===== src/rtl/mem_word_writer.sv =====
// mem_word_writer: writes 32-bit words big-endian as four byte strobes; MEM_WRITER_ALIGN_CHECK_EN also rejects misaligned addresses.
module mem_word_writer #(
  parameter int ADDR_W   = 10,
  parameter int MAX_ADDR = 526
) (
  input  logic              clk,
  input  logic              rst,
  input  logic              in_valid,
  output logic              in_ready,
  input  logic              in_auto,
  input  logic [31:0]       in_addr,
  input  logic [31:0]       in_data,
  output logic              mem_we,
  output logic [ADDR_W-1:0] mem_addr,
  output logic [7:0]        mem_wdata,
  output logic              busy,
  output logic              done,
  output logic              err,
  output logic [ADDR_W-1:0] next_addr,
  output logic [15:0]       word_count
);
  typedef enum logic {IDLE, WRITE} state_t;
  state_t state, state_n;
  logic [1:0] idx;
  logic [ADDR_W-1:0] lat_addr, eff;
  logic [31:0] lat_data;
  logic acc, bad, misalign;
  always_comb begin
    in_ready = state == IDLE && !rst;
    acc = in_valid && in_ready;
    eff = in_auto ? next_addr : in_addr[ADDR_W-1:0];
`ifdef MEM_WRITER_ALIGN_CHECK_EN
    misalign = eff[1:0] != 2'd0;
`else
    misalign = 1'b0;
`endif
    // last byte must fit, and explicit addresses may not carry bits beyond the memory
    bad = (33'(eff) + 33'd3 > 33'(MAX_ADDR)) || (!in_auto && (in_addr >> ADDR_W) != 32'd0) || misalign;
    busy = state == WRITE;
    done = busy && idx == 2'd3;
    mem_we = busy;
    mem_addr = busy ? lat_addr + ADDR_W'(idx) : '0;
    mem_wdata = !busy ? 8'd0 : idx == 2'd0 ? lat_data[31:24] : idx == 2'd1 ? lat_data[23:16] :
                idx == 2'd2 ? lat_data[15:8] : lat_data[7:0];
    state_n = state == IDLE ? (acc && !bad ? WRITE : IDLE) : (done ? IDLE : WRITE);
  end
  always_ff @(posedge clk)
    if (rst) state <= IDLE;
    else state <= state_n;
  always_ff @(posedge clk) begin
    if (rst) begin
      idx <= 2'd0;
      lat_addr <= '0;
      lat_data <= 32'd0;
      next_addr <= '0;
      word_count <= 16'd0;
      err <= 1'b0;
    end else begin
      err <= acc && bad;
      if (acc && !bad) begin
        lat_addr <= eff;
        lat_data <= in_data;
        idx <= 2'd0;
      end else if (busy) idx <= idx + 2'd1;
      if (done) begin
        word_count <= word_count + 16'd1;
        next_addr <= lat_addr + ADDR_W'(4);
      end
    end
  end
endmodule


===== config.mk =====
export PLATFORM = sky130hd
export DESIGN_NAME = mem_word_writer
export DESIGN_NICKNAME = d
export VERILOG_FILES = /design/src/rtl/mem_word_writer.sv
export SDC_FILE = /design/constraint.sdc
export NUM_CORES = 1
export LEC_CHECK = 0
export BUFFER_PORTS_ARGS = -buffer_cell sky130_fd_sc_hd__buf_2
export CORE_MARGIN = 3
export CORE_UTILIZATION = 35
export CTS_CLUSTER_DIAMETER = 100
export CTS_CLUSTER_SIZE = 20
export DETAILED_ROUTE_END_ITERATION = 12
export GPL_ROUTABILITY_DRIVEN = 0
export GPL_TIMING_DRIVEN = 1
export SETUP_SLACK_MARGIN = 0.05
export SYNTH_ARGS = -nofsm -noshare
export SYNTH_HDL_FRONTEND = slang
export SYNTH_SLANG_ARGS = --single-unit

===== constraint.sdc =====
create_clock -name clk -period 3.53 [get_ports clk]
set_input_delay 0.5295 -clock clk [delete_from_list [all_inputs] [get_ports clk]]
set_output_delay 0.5295 -clock clk [all_outputs]
set_load 0.03 [all_outputs]

==> results of run 1 <==
==> Yosys cell counts, drive strengths merged (6+ instances only) <==
library cell / instances
inv: 8
o21ai: 18
and2: 15
nand2: 30
nand2b: 12
dfxtp: 72
nor2: 34
clkbuf: 17
xor2: 15
nand4: 8
mux2i: 25
xnor2: 15
nor2b: 36
ha: 10
mux2: 36
buf: 9
a21oi: 17
a211oi: 6
nand3: 11
==> metal layers <==
metal,global-route usage,routed length [µm],up-vias
li1,-,-,1732
met1,0.2051,4661,1594
met2,0.2638,4894,94
met3,0.03019,537,11
met4,0.05128,123,0
met5,0,0,-
==> stage by stage <==
step | power [mW] | TNS (ns) | cells | utilization
floorplan | 1.021 | 0 | 438 | -
CTS | 1.880 | 0 | 689 | 0.4451
finish | 1.856 | 0 | 690 | 0.4459
global route | 1.947 | 0 | 690 | 0.4459
detailed placement | 1.098 | -1.448 | 676 | 0.4230
global placement | 1.093 | 0 | 676 | 0.4230
==> placed cells by master (no fill, tap or decap), drive strengths merged, types with 2 or more instances in the layout <==
| cell | netlist | final |
|---|---|---|
| or3 | 5 | 5 |
| nor3 | 4 | 4 |
| mux2 | 36 | 36 |
| a31oi | 2 | 2 |
| a211oi | 6 | 6 |
| a2111oi | 2 | 2 |
| inv | 8 | 8 |
| nor4 | 5 | 5 |
| xnor2 | 15 | 15 |
| clkinv | 0 | 2 |
| and3 | 5 | 5 |
| nand2b | 12 | 12 |
| and2 | 15 | 15 |
| xor2 | 15 | 15 |
| a21boi | 2 | 2 |
| nand3 | 11 | 11 |
| ha | 10 | 10 |
| dfxtp | 72 | 72 |
| a21oi | 17 | 17 |
| o21ai | 18 | 19 |
| nand3b | 2 | 2 |
| o22ai | 2 | 2 |
| buf | 9 | 124 |
| nor2 | 34 | 34 |
| nand4 | 8 | 8 |
| a32oi | 2 | 2 |
| clkbuf | 17 | 11 |
| nor2b | 36 | 36 |
| nand2 | 30 | 30 |
| mux2i | 25 | 25 |
==> cell families (layout without fill, tap and decap cells) <==
group	count (synthesis)	in the layout	synth area share
simple gates	172	172	0.2300
flops	72	72	0.3629
compound gates	57	58	0.09042
fa+ha+maj	11	11	0.03655
mux	62	62	0.1708
buf+inv	34	145	0.04316
xor+xnor	30	30	0.06616
==> how the worst min path moves through the flow <==
| stage | from | end | slack, ns | depth (start not counted) |
|---|---|---|---|---|
| 2_1_floorplan | lat_addr[0]$_SDFFE_PP0P_ | next_addr[0]$_SDFFE_PP0P_ | 0.45 | 2 |
| 3_3_place_gp | word_count[15]$_SDFFE_PP0P_ | word_count[15]$_SDFFE_PP0P_ | 0.47 | 2 |
| 3_5_place_dp | word_count[15]$_SDFFE_PP0P_ | word_count[15]$_SDFFE_PP0P_ | 0.48 | 2 |
| 4_1_cts | in_data[3] | lat_data[3]$_SDFFE_PP0P_ | 0.41 | 2 |
| 5_1_grt | in_data[30] | lat_data[30]$_SDFFE_PP0P_ | 0.42 | 2 |
| 6_report | in_data[3] | lat_data[3]$_SDFFE_PP0P_ | 0.42 | 2 |
==> layout make-up <==
type,count,area (µm²),area share
inverter,8,30.03,0.006132
tap,140,175.2,0.03577
multi-input combinational,333,2367,0.4834
sequential,72,1441,0.2943
clock buffer,11,232.7,0.04752
clock inverter,2,10.01,0.002044
timing repair buffer,124,640.6,0.1308
==> registers in the layout, summed over array words and instances (netlist names) <==
signal and flops:
lat_data 32, word_count 16, lat_addr 10, next_addr 10, idx 2, busy 1, err 1
==> timing repair <==
item	CTS	global route
hold endpoints to repair	0	0
endpoints found under the setup margin	0	20
hold buffers	0	0
setup buffers	0	0
==> power breakdown <==
group	switching, mW	internal (mW)
combinational	0.117	0.104
clock	0.312	0.461
sequential	0.0209	0.841
total	0.450	1.41
==> impl_metrics.yaml, run 1 <==
cts:
  clock_path_buffers: 2
  clock_latency_ns: 0.32
  clkTransAtPathRegs_ns: 0.05
  cts_buffers: 9
  tritoncts: "done"
  htreeDepth: 3
  cts_resized: 0
  clock-sinks: 72
  cts_root_buf: "clkbuf_16"
logic_synthesis:
  synth_top_area_frac: 0.3629
  ys_top_cells_by_area: "dfxtp_1, mux2_2, mux2i_1, nor2b_1, xnor2_1"
  ys_types: 47
  syn_area_per_cell_um2: 9.067
  ys.flop_type: "dfxtp_1"
  ys_seq_area_frac: 0.3629
  synth_area_um2: 3971
  synth_nets: 517
  synth_seq_cells: 72
  yosysWarnings: 0
  synth_edf_count: 0
  synthArstFlopShare: 0
  synth_top_cell_by_area: "dfxtp_1"
  netlist_instances: 438
drt:
  wl_um: 10220
  post_drt_wl_per_cell_um: 14.81
  ant_nets: 0
  drtIter0Drc: 108
  vias: 3431
  drcViolationCount: 0
  avgViaCountPerCell: 4.972
  drtPass1Iterations: 4
timing:
  final.min_clock_period_ns: 3.115
  worst_pin_slew_ns: 0.9826
  hold_ws_ns: 0.4190
  rsz0062_at_grt: "no"
  maxSlewViolCount: 0
  slew_headroom: 0.3449
  finalSetupViolations: 0
  timing.final.crit_share: 0.8823
  fmax_mhz: 321.1
  skew_ns: 0.004342
  fin_ws_ns: 0.4154
  hold_viol: 0
place:
  dp_slack_ns: -0.1084
  dp_hpwl_um: 7469
  port_buffers: 116
  placed_cell_area_um2: 4646
final_layout:
  area_growth_pct: 23.31
  drive_gt1_frac: 0.3091
  final_nets: 627
  fillers: 1096
  diodes: 0
  stdcell_area_um2: 4897
floorplan:
  start_util: 0.3616
  core_um2: 10980
  die_x_um: 112.5
  rows: 38
  die-area_um2: 12660
  io_pins: 117
  die_h_um: 112.5
global_route:
  overflow: 0
  grt_first_pass_wirelength_um: 16240
  antenna_found_initial: 0
  grt_pass1_vias: 3282
  grt_max_degree: 72
  grt_util_all_layers: 0.1577
setup_path:
  critPathTopFamily: "compound AO/OA/AOI/OAI gates"
  crit_start: "in_auto"
  crit_type: "in2reg"
  crit_end: "lat_data[25]$_SDFFE_PP0P_"
  crit_chain: "buf_2, mux2i_1, ha_1, inv_1, nor3_1, a41oi_1, o211ai_1, and4b_4, o21ai_2, mux2_2"
  cp_max_fo: 17
  crit_path_end_kind: "flop"
  cp_slowest_cell: "o21ai_2"
  r2r_start: "next_addr[0]$_SDFFE_PP0P_"
  critPathBufInv: 2
  worstPathRequired_ns: 3.74
  worstPathArrival_ns: 3.32
  r2r_end: "lat_data[25]$_SDFFE_PP0P_"
  critical_path.max_stage_delay_ns: 0.76
  reg2regPathDepth: 9
  reg2reg_slack_ns: 0.49
  cp-start-kind: "primary input"
  crit_cells: 10
worst_hold_path:
  min_path_type: "in2reg"
status:
  status: "completed"
pwr:
  ir_worst_vdd_v: 0.0001878
  cellPowerDensity_nw_per_um2: 379.0
  cellLeakagePower_nw: 2.187
flow_run:
  cap_viol_max_count: 0
Power figures use the tool's default switching activity.
==> inputs of run 2 (changes only) <==
--- a/config.mk
+++ b/config.mk
@@ -7,12 +7,13 @@
 export LEC_CHECK = 0
 export BUFFER_PORTS_ARGS = -buffer_cell sky130_fd_sc_hd__buf_2
 export CORE_MARGIN = 3
-export CORE_UTILIZATION = 35
-export CTS_CLUSTER_DIAMETER = 100
+export CORE_UTILIZATION = 52
+export CTS_CLUSTER_DIAMETER = 120
 export CTS_CLUSTER_SIZE = 20
 export DETAILED_ROUTE_END_ITERATION = 12
 export GPL_ROUTABILITY_DRIVEN = 0
 export GPL_TIMING_DRIVEN = 1
+export PLACE_DENSITY = 0.8
 export SETUP_SLACK_MARGIN = 0.05
 export SYNTH_ARGS = -nofsm -noshare
 export SYNTH_HDL_FRONTEND = slang
==> run 2 against run 1 <==
Effect of this change: global-route usage is 6.1 points higher; count of clock-buffer cells in the layout down 2; clock skew is 0.0048 ns higher; combinational power is essentially flat; flip-flop and latch count unchanged; cell area fell by 1.8%; non-clock buffer count decreased by 2; worst setup slack better by 0.28 ns; register-to-register slack improved by 0.38 ns; cell count down 5.9%; wire length fell by 9.0%.
==> impl_metrics.yaml, run 2 (synthesized netlist as in run 1, its figures left out) <==
pwr:
  cellLeakagePower_nw: 2.170
  ir_worst_vdd_v: 0.0002017
  cellPowerDensity_nw_per_um2: 373.2
final_layout:
  drive_gt1_frac: 0.3127
  regMostFlops: "lat_data"
  layout_common_cells: "buf_2, dfxtp_1, nor2b_1"
  seqCellArea_um2: 1441
  area_growth_pct: 21.14
  multi_input_area_um2: 2359
  fillers: 633
  diodes: 0
  reg_top3: "lat_data: 32 flops, word_count: 16 flops"
  fin_cells: 649
  largest_reg_flops: 32
  final_common_cell: "buf_2"
  final_nets: 624
cts:
  clock_latency_ns: 0.34
  ctsHoldBuffers: 0
  cts_setup_buffers: 0
  tritoncts: "done"
  htreeDepth: 3
  cts_root_buf: "clkbuf_8"
  cts_buffers: 9
  clkTransAtPathRegs_ns: 0.08
  clock_path_buffers: 2
  cts_resized: 0
  clock-sinks: 72
drt:
  ant_nets: 0
  drtIter0Drc: 157
  wl_um: 9292
  avgViaCountPerCell: 5.324
  post_drt_wl_per_cell_um: 14.32
  vias: 3455
  drcViolationCount: 0
  drtPass1Iterations: 6
status:
  status: "completed"
global_route:
  antenna_found_initial: 0
  overflow: 0
  grt_first_pass_wirelength_um: 15110
  grt_pass1_vias: 3278
  grt_use_met3: 0.05390
  grt_util_all_layers: 0.2186
  grt.met1_usage: 0.2731
  busiest_layer: "met2"
  grt_use_met2: 0.3574
  grt_max_degree: 72
setup_path:
  crit_type: "in2reg"
  worstPathArrival_ns: 3.07
  worstPathRequired_ns: 3.76
  crit_path_end_kind: "flop"
  cp-start-kind: "primary input"
  cp_max_fo: 32
floorplan:
  rows: 31
  io_pins: 117
  die_h_um: 93.39
  core_um2: 7331
  die-area_um2: 8722
  start_util: 0.5417
  die_x_um: 93.39
place:
  dp_hpwl_um: 6757
  port_buffers: 116
  dpl.cell_count: 633
  dp_slack_ns: 0.3668
timing:
  maxSlewViolCount: 0
  worst_pin_slew_ns: 0.7181
  fin_ws_ns: 0.6934
  hold_viol: 0
  finalSetupViolations: 0
  rsz0062_at_grt: "no"
  setup_tns_ns: 0
  slew_headroom: 0.5212
  timing.final.crit_share: 0.8036
  fmax_mhz: 352.5
  skew_ns: 0.009099
  final.min_clock_period_ns: 2.837
flow_run:
  cap_viol_max_count: 0
worst_hold_path:
  min_path_type: "in2reg"
[run 2: cell count changes in the layout (fill, tap and decap cells not counted)]
cell / change
clkinvlp_4: +1
o21ai_2: -1
clkinv_4: +1
clkbuf_16: -9
clkbuf_1: -2
buf_4: -3
inv_6: +1
bufinv_16: +2
clkbuf_8: +9
buf_12: +1
[run 2: power breakdown]
group	switching, mW	internal, mW	leakage [nW]
registers	0.0180	0.839	0.584
logic	0.116	0.104	1.48
clock network	0.319	0.399	0.110
total	0.453	1.34	2.17
[run 2: stage by stage]
step / hold WS (ns) / util / power [mW] / area, µm²
2_1_floorplan: 0.4491 / - / 1.021 / 3971
3_3_place_gp: 0.4734 / 0.6264 / 1.088 / 4592
3_5_place_dp: 0.4795 / 0.6264 / 1.095 / 4592
4_1_cts: 0.3767 / 0.6563 / 1.811 / 4811
5_1_grt: 0.3748 / 0.6563 / 1.876 / 4811
6_report: 0.3878 / 0.6563 / 1.795 / 4811
[run 2: critical path: stages]
cell and delay, ns:
buf_2 0.24, mux2i_1 0.34, ha_1 0.26, inv_1 0.11
nor3_1 0.27, a41oi_1 0.17, o211ai_1 0.11, and4b_4 0.25
o21ai_4 0.19, buf_12 0.22, mux2_2 0.35
[run 2: worst paths after layout]
| kind | start | to | slack, ns | cells past startpoint |
|---|---|---|---|---|
| max | in_auto | lat_data[2]$_SDFFE_PP0P_ | 0.69 | 11 |
| min | in_data[3] | lat_data[3]$_SDFFE_PP0P_ | 0.39 | 2 |
| max reg2reg | next_addr[1]$_SDFFE_PP0P_ | lat_data[2]$_SDFFE_PP0P_ | 0.87 | 10 |
| min reg2reg | lat_addr[0]$_SDFFE_PP0P_ | next_addr[0]$_SDFFE_PP0P_ | 0.48 | 2 |
[run 2: layout make-up]
| type | instances | area share |
|---|---|---|
| Clock buffer | 9 | 0.02575 |
| Inverter | 8 | 0.006242 |
| Tap cell | 99 | 0.02575 |
| Timing Repair Buffer | 122 | 0.1326 |
| Sequential cell | 72 | 0.2996 |
| Multi-Input combinational cell | 332 | 0.4902 |
| Clock inverter | 7 | 0.01977 |
[run 2: layer usage]
metal / wire length, µm / share of wire
met1: 4032 / 0.43
met2: 4421 / 0.48
met3: 590 / 0.063
met4: 248 / 0.027
met5: 0 / 0
==> inputs of run 3 (changes only) <==
--- a/config.mk
+++ b/config.mk
@@ -5,15 +5,16 @@
 export SDC_FILE = /design/constraint.sdc
 export NUM_CORES = 1
 export LEC_CHECK = 0
+export ABC_AREA = 1
 export BUFFER_PORTS_ARGS = -buffer_cell sky130_fd_sc_hd__buf_2
 export CORE_MARGIN = 3
-export CORE_UTILIZATION = 52
+export CORE_UTILIZATION = 48
 export CTS_CLUSTER_DIAMETER = 120
 export CTS_CLUSTER_SIZE = 20
 export DETAILED_ROUTE_END_ITERATION = 12
 export GPL_ROUTABILITY_DRIVEN = 0
 export GPL_TIMING_DRIVEN = 1
-export PLACE_DENSITY = 0.8
+export PLACE_DENSITY = 0.77
 export SETUP_SLACK_MARGIN = 0.05
 export SYNTH_ARGS = -nofsm -noshare
 export SYNTH_HDL_FRONTEND = slang
==> constraint.sdc (replaced) <==
create_clock -name clk -period 2.4 [get_ports clk]
set_input_delay 0.36 -clock clk [delete_from_list [all_inputs] [get_ports clk]]
set_output_delay 0.36 -clock clk [all_outputs]
set_load 0.03 [all_outputs]
==> run 3 against run 2 <==
Effect of this change: sequential power up 47%; count of clock-buffer cells in the layout up 1; global-route usage up 0.77 points; clock skew up 0.0016 ns; die area up 20%; via count up 39%; hold slack worse by 0.053 ns; total power up 49%; combinational power up 120%; clock power up 31%; non-clock buffer count up 15; synthesized cell count up 67%; largest cell class unchanged; largest power group unchanged.
==> impl_metrics.yaml, run 3 <==
status:
  status: "completed"
setup_path:
  reg2regPathDepth: 18
  cpMostUsedCell: "nor2_2"
  critical_path.max_stage_delay_ns: 0.38
  cp-start-kind: "flop"
  worstPathRequired_ns: 2.04
  crit_path_end_kind: "output pin"
  cp_slowest_cell: "dfxtp_4"
  crit_chain: "inv_2, nor3_4, nand3_2, nor2_2, inv_1, nor2_2, nand2_1, a21oi_2, buf_6"
  crit_type: "reg2out"
  worstPathArrival_ns: 2.01
  cp_max_fo: 5
final_layout:
  reg_top3: "lat_data: 32 flops, word_count: 16 flops"
  area_growth_pct: 24.22
  layout_common_cells: "nand2_1, inv_1, buf_2"
  drive_gt1_frac: 0.2385
  final_util: 0.6229
  final_common_cell: "nand2_1"
  largest_reg_flops: 32
  diodes: 0
  regMostFlops: "lat_data"
  final_nets: 925
floorplan:
  die_x_um: 102.4
  start_util: 0.5014
  core_um2: 8891
  io_pins: 117
  rows: 34
  die-area_um2: 10480
  die_h_um: 102.4
pwr:
  power_frac_comb: 0.178
  p_sw_frac: 0.2926
  p_sw_mw: 0.7831
  power.share.sequential: 0.469
  p_int_mw: 1.893
  power_frac_clock: 0.353
  cellLeakagePower_nw: 2.923
  cellPowerDensity_nw_per_um2: 483.2
  ir_worst_vdd_v: 0.0005057
timing:
  setup_tns_ns: 0
  worst_pin_slew_ns: 0.4093
  rsz0062_at_grt: "yes"
  hold_viol: 0
  fmax_mhz: 421.5
  skew_ns: 0.01072
  slew_headroom: 0.7268
  maxSlewViolCount: 0
  final.min_clock_period_ns: 2.372
  timing.final.crit_share: 0.9885
  finalSetupViolations: 0
drt:
  drtPass1Iterations: 5
  avgViaCountPerCell: 4.997
  ant_nets: 0
  drcViolationCount: 0
  wl_um: 12050
  vias: 4792
  drtIter0Drc: 211
  post_drt_wl_per_cell_um: 12.57
cts:
  htreeDepth: 3
  clkTransAtPathRegs_ns: 0.08
  cts_buffers: 9
  cts_root_buf: "clkbuf_8"
  clock-sinks: 72
  clock_latency_ns: 0.35
  clock_path_buffers: 2
  ctsHoldBuffers: 0
  tritoncts: "done"
worst_hold_path:
  min_path_type: "in2reg"
  hold_depth: 5
flow_run:
  cap_viol_max_count: 0
logic_synthesis:
  syn_area_per_cell_um2: 6.107
  yosysMostFrequentCell: "nand2_1"
  ys_seq_area_frac: 0.3233
  synth_nets: 809
  ys_top_cells_by_area: "dfxtp_1, nand2_1, inv_1, nor2_1, nand4_1"
  synth_edf_count: 0
  yosysWarnings: 0
  synth_area_um2: 4458
  ys.flop_type: "dfxtp_1"
  synthArstFlopShare: 0
  synth_top_area_frac: 0.3233
  ys_types: 36
  synth_top_cell_by_area: "dfxtp_1"
  netlist_instances: 730
  yosys-top-cells-count: "nand2_1, inv_1, nor2_1"
  synth_seq_cells: 72
global_route:
  antenna_found_initial: 0
  grt_first_pass_wirelength_um: 19250
  grt_pass1_vias: 4506
  grt_util_all_layers: 0.2263
  grt_max_degree: 50
  overflow: 0
place:
  port_buffers: 116
  dp_hpwl_um: 8449
## run 3: changes by cell type in the layout (fill, tap and decap cells not counted), moves of 25 or more
cell     before  now
o21ai_0      17   42
inv_1         8  153
nor2_1       34   86
nand2_1      30  175
mux2_2       30    0
nand4_1       8   49
mux2i_1      25    0
nor2b_1      36    0
## run 3: kinds of logic after synthesis
family          Yosys count  share of synthesized area
xor+xnor                  7                    0.01375
compound gates           82                    0.09655
fa+ha+maj                11                    0.03256
buf+inv                 199                     0.1819
simple gates            359                     0.3520
flops                    72                     0.3233
## run 3: area by class of cell
type	count	area, µm²
clock buffer	10	127.6
clock inverter	6	60.06
inverter	166	626.9
sequential	72	1451
multi-input combinational	460	2288
tap	108	135.1
fill	863	3353
timing repair buffer	137	848.3
## run 3: what timing repair did
item,CTS,global route
pin swaps,0,2
resized for setup,9,30
buffers inserted,0,4
gates cloned,0,2
endpoints found under the setup margin,13,62
## run 3: through the flow
stage	worst slack [ns]	power, mW	area [µm²]	std cells	hold WS, ns
final	0.02766	2.676	5538	959	0.3347
after global routing	-0.04320	2.806	5538	959	0.3531
after CTS	-0.02975	2.663	5396	953	0.3373
after detailed placement	0.04126	1.727	5186	937	0.4623
after global placement	0.1590	1.714	5186	937	0.4572
after floorplan	0.1882	1.581	4458	730	0.4830
## run 3: routing by layer
metal / wire (µm) / vias up / track usage
li1: - / 2466 / -
met1: 5089 / 2135 / 0.2673
met2: 5988 / 166 / 0.4138
met3: 738 / 25 / 0.05051
met4: 235 / 0 / 0.05651
met5: 0 / - / 0
## run 3: worst paths after layout
kind / startpoint / end / slack, ns
worst max-delay path: lat_addr[2]$_SDFFE_PP0P_ / mem_addr[9] / 0.03
worst min register to register: word_count[15]$_SDFFE_PP0P_ / word_count[15]$_SDFFE_PP0P_ / 0.47
worst max register to register: next_addr[1]$_SDFFE_PP0P_ / lat_addr[4]$_SDFFE_PP0P_ / 0.22
worst min-delay path: in_data[8] / lat_data[8]$_SDFFE_PP0P_ / 0.33
## run 3: critical path, delay by kind of cell, from the launching register on
kind	cells	cell delay, ns
buf+inv	3	0.30
compound gates	1	0.22
simple gates	5	0.76
flops	1	0.38
## run 3: power by group through the flow
stage	Combinational (mW)	Clock (mW)	Sequential (mW)
after floorplan	0.301	0	1.28
after global placement	0.433	0	1.28
after detailed placement	0.445	0	1.28
after CTS	0.450	0.959	1.25
after global routing	0.538	1.01	1.26
final	0.477	0.943	1.26
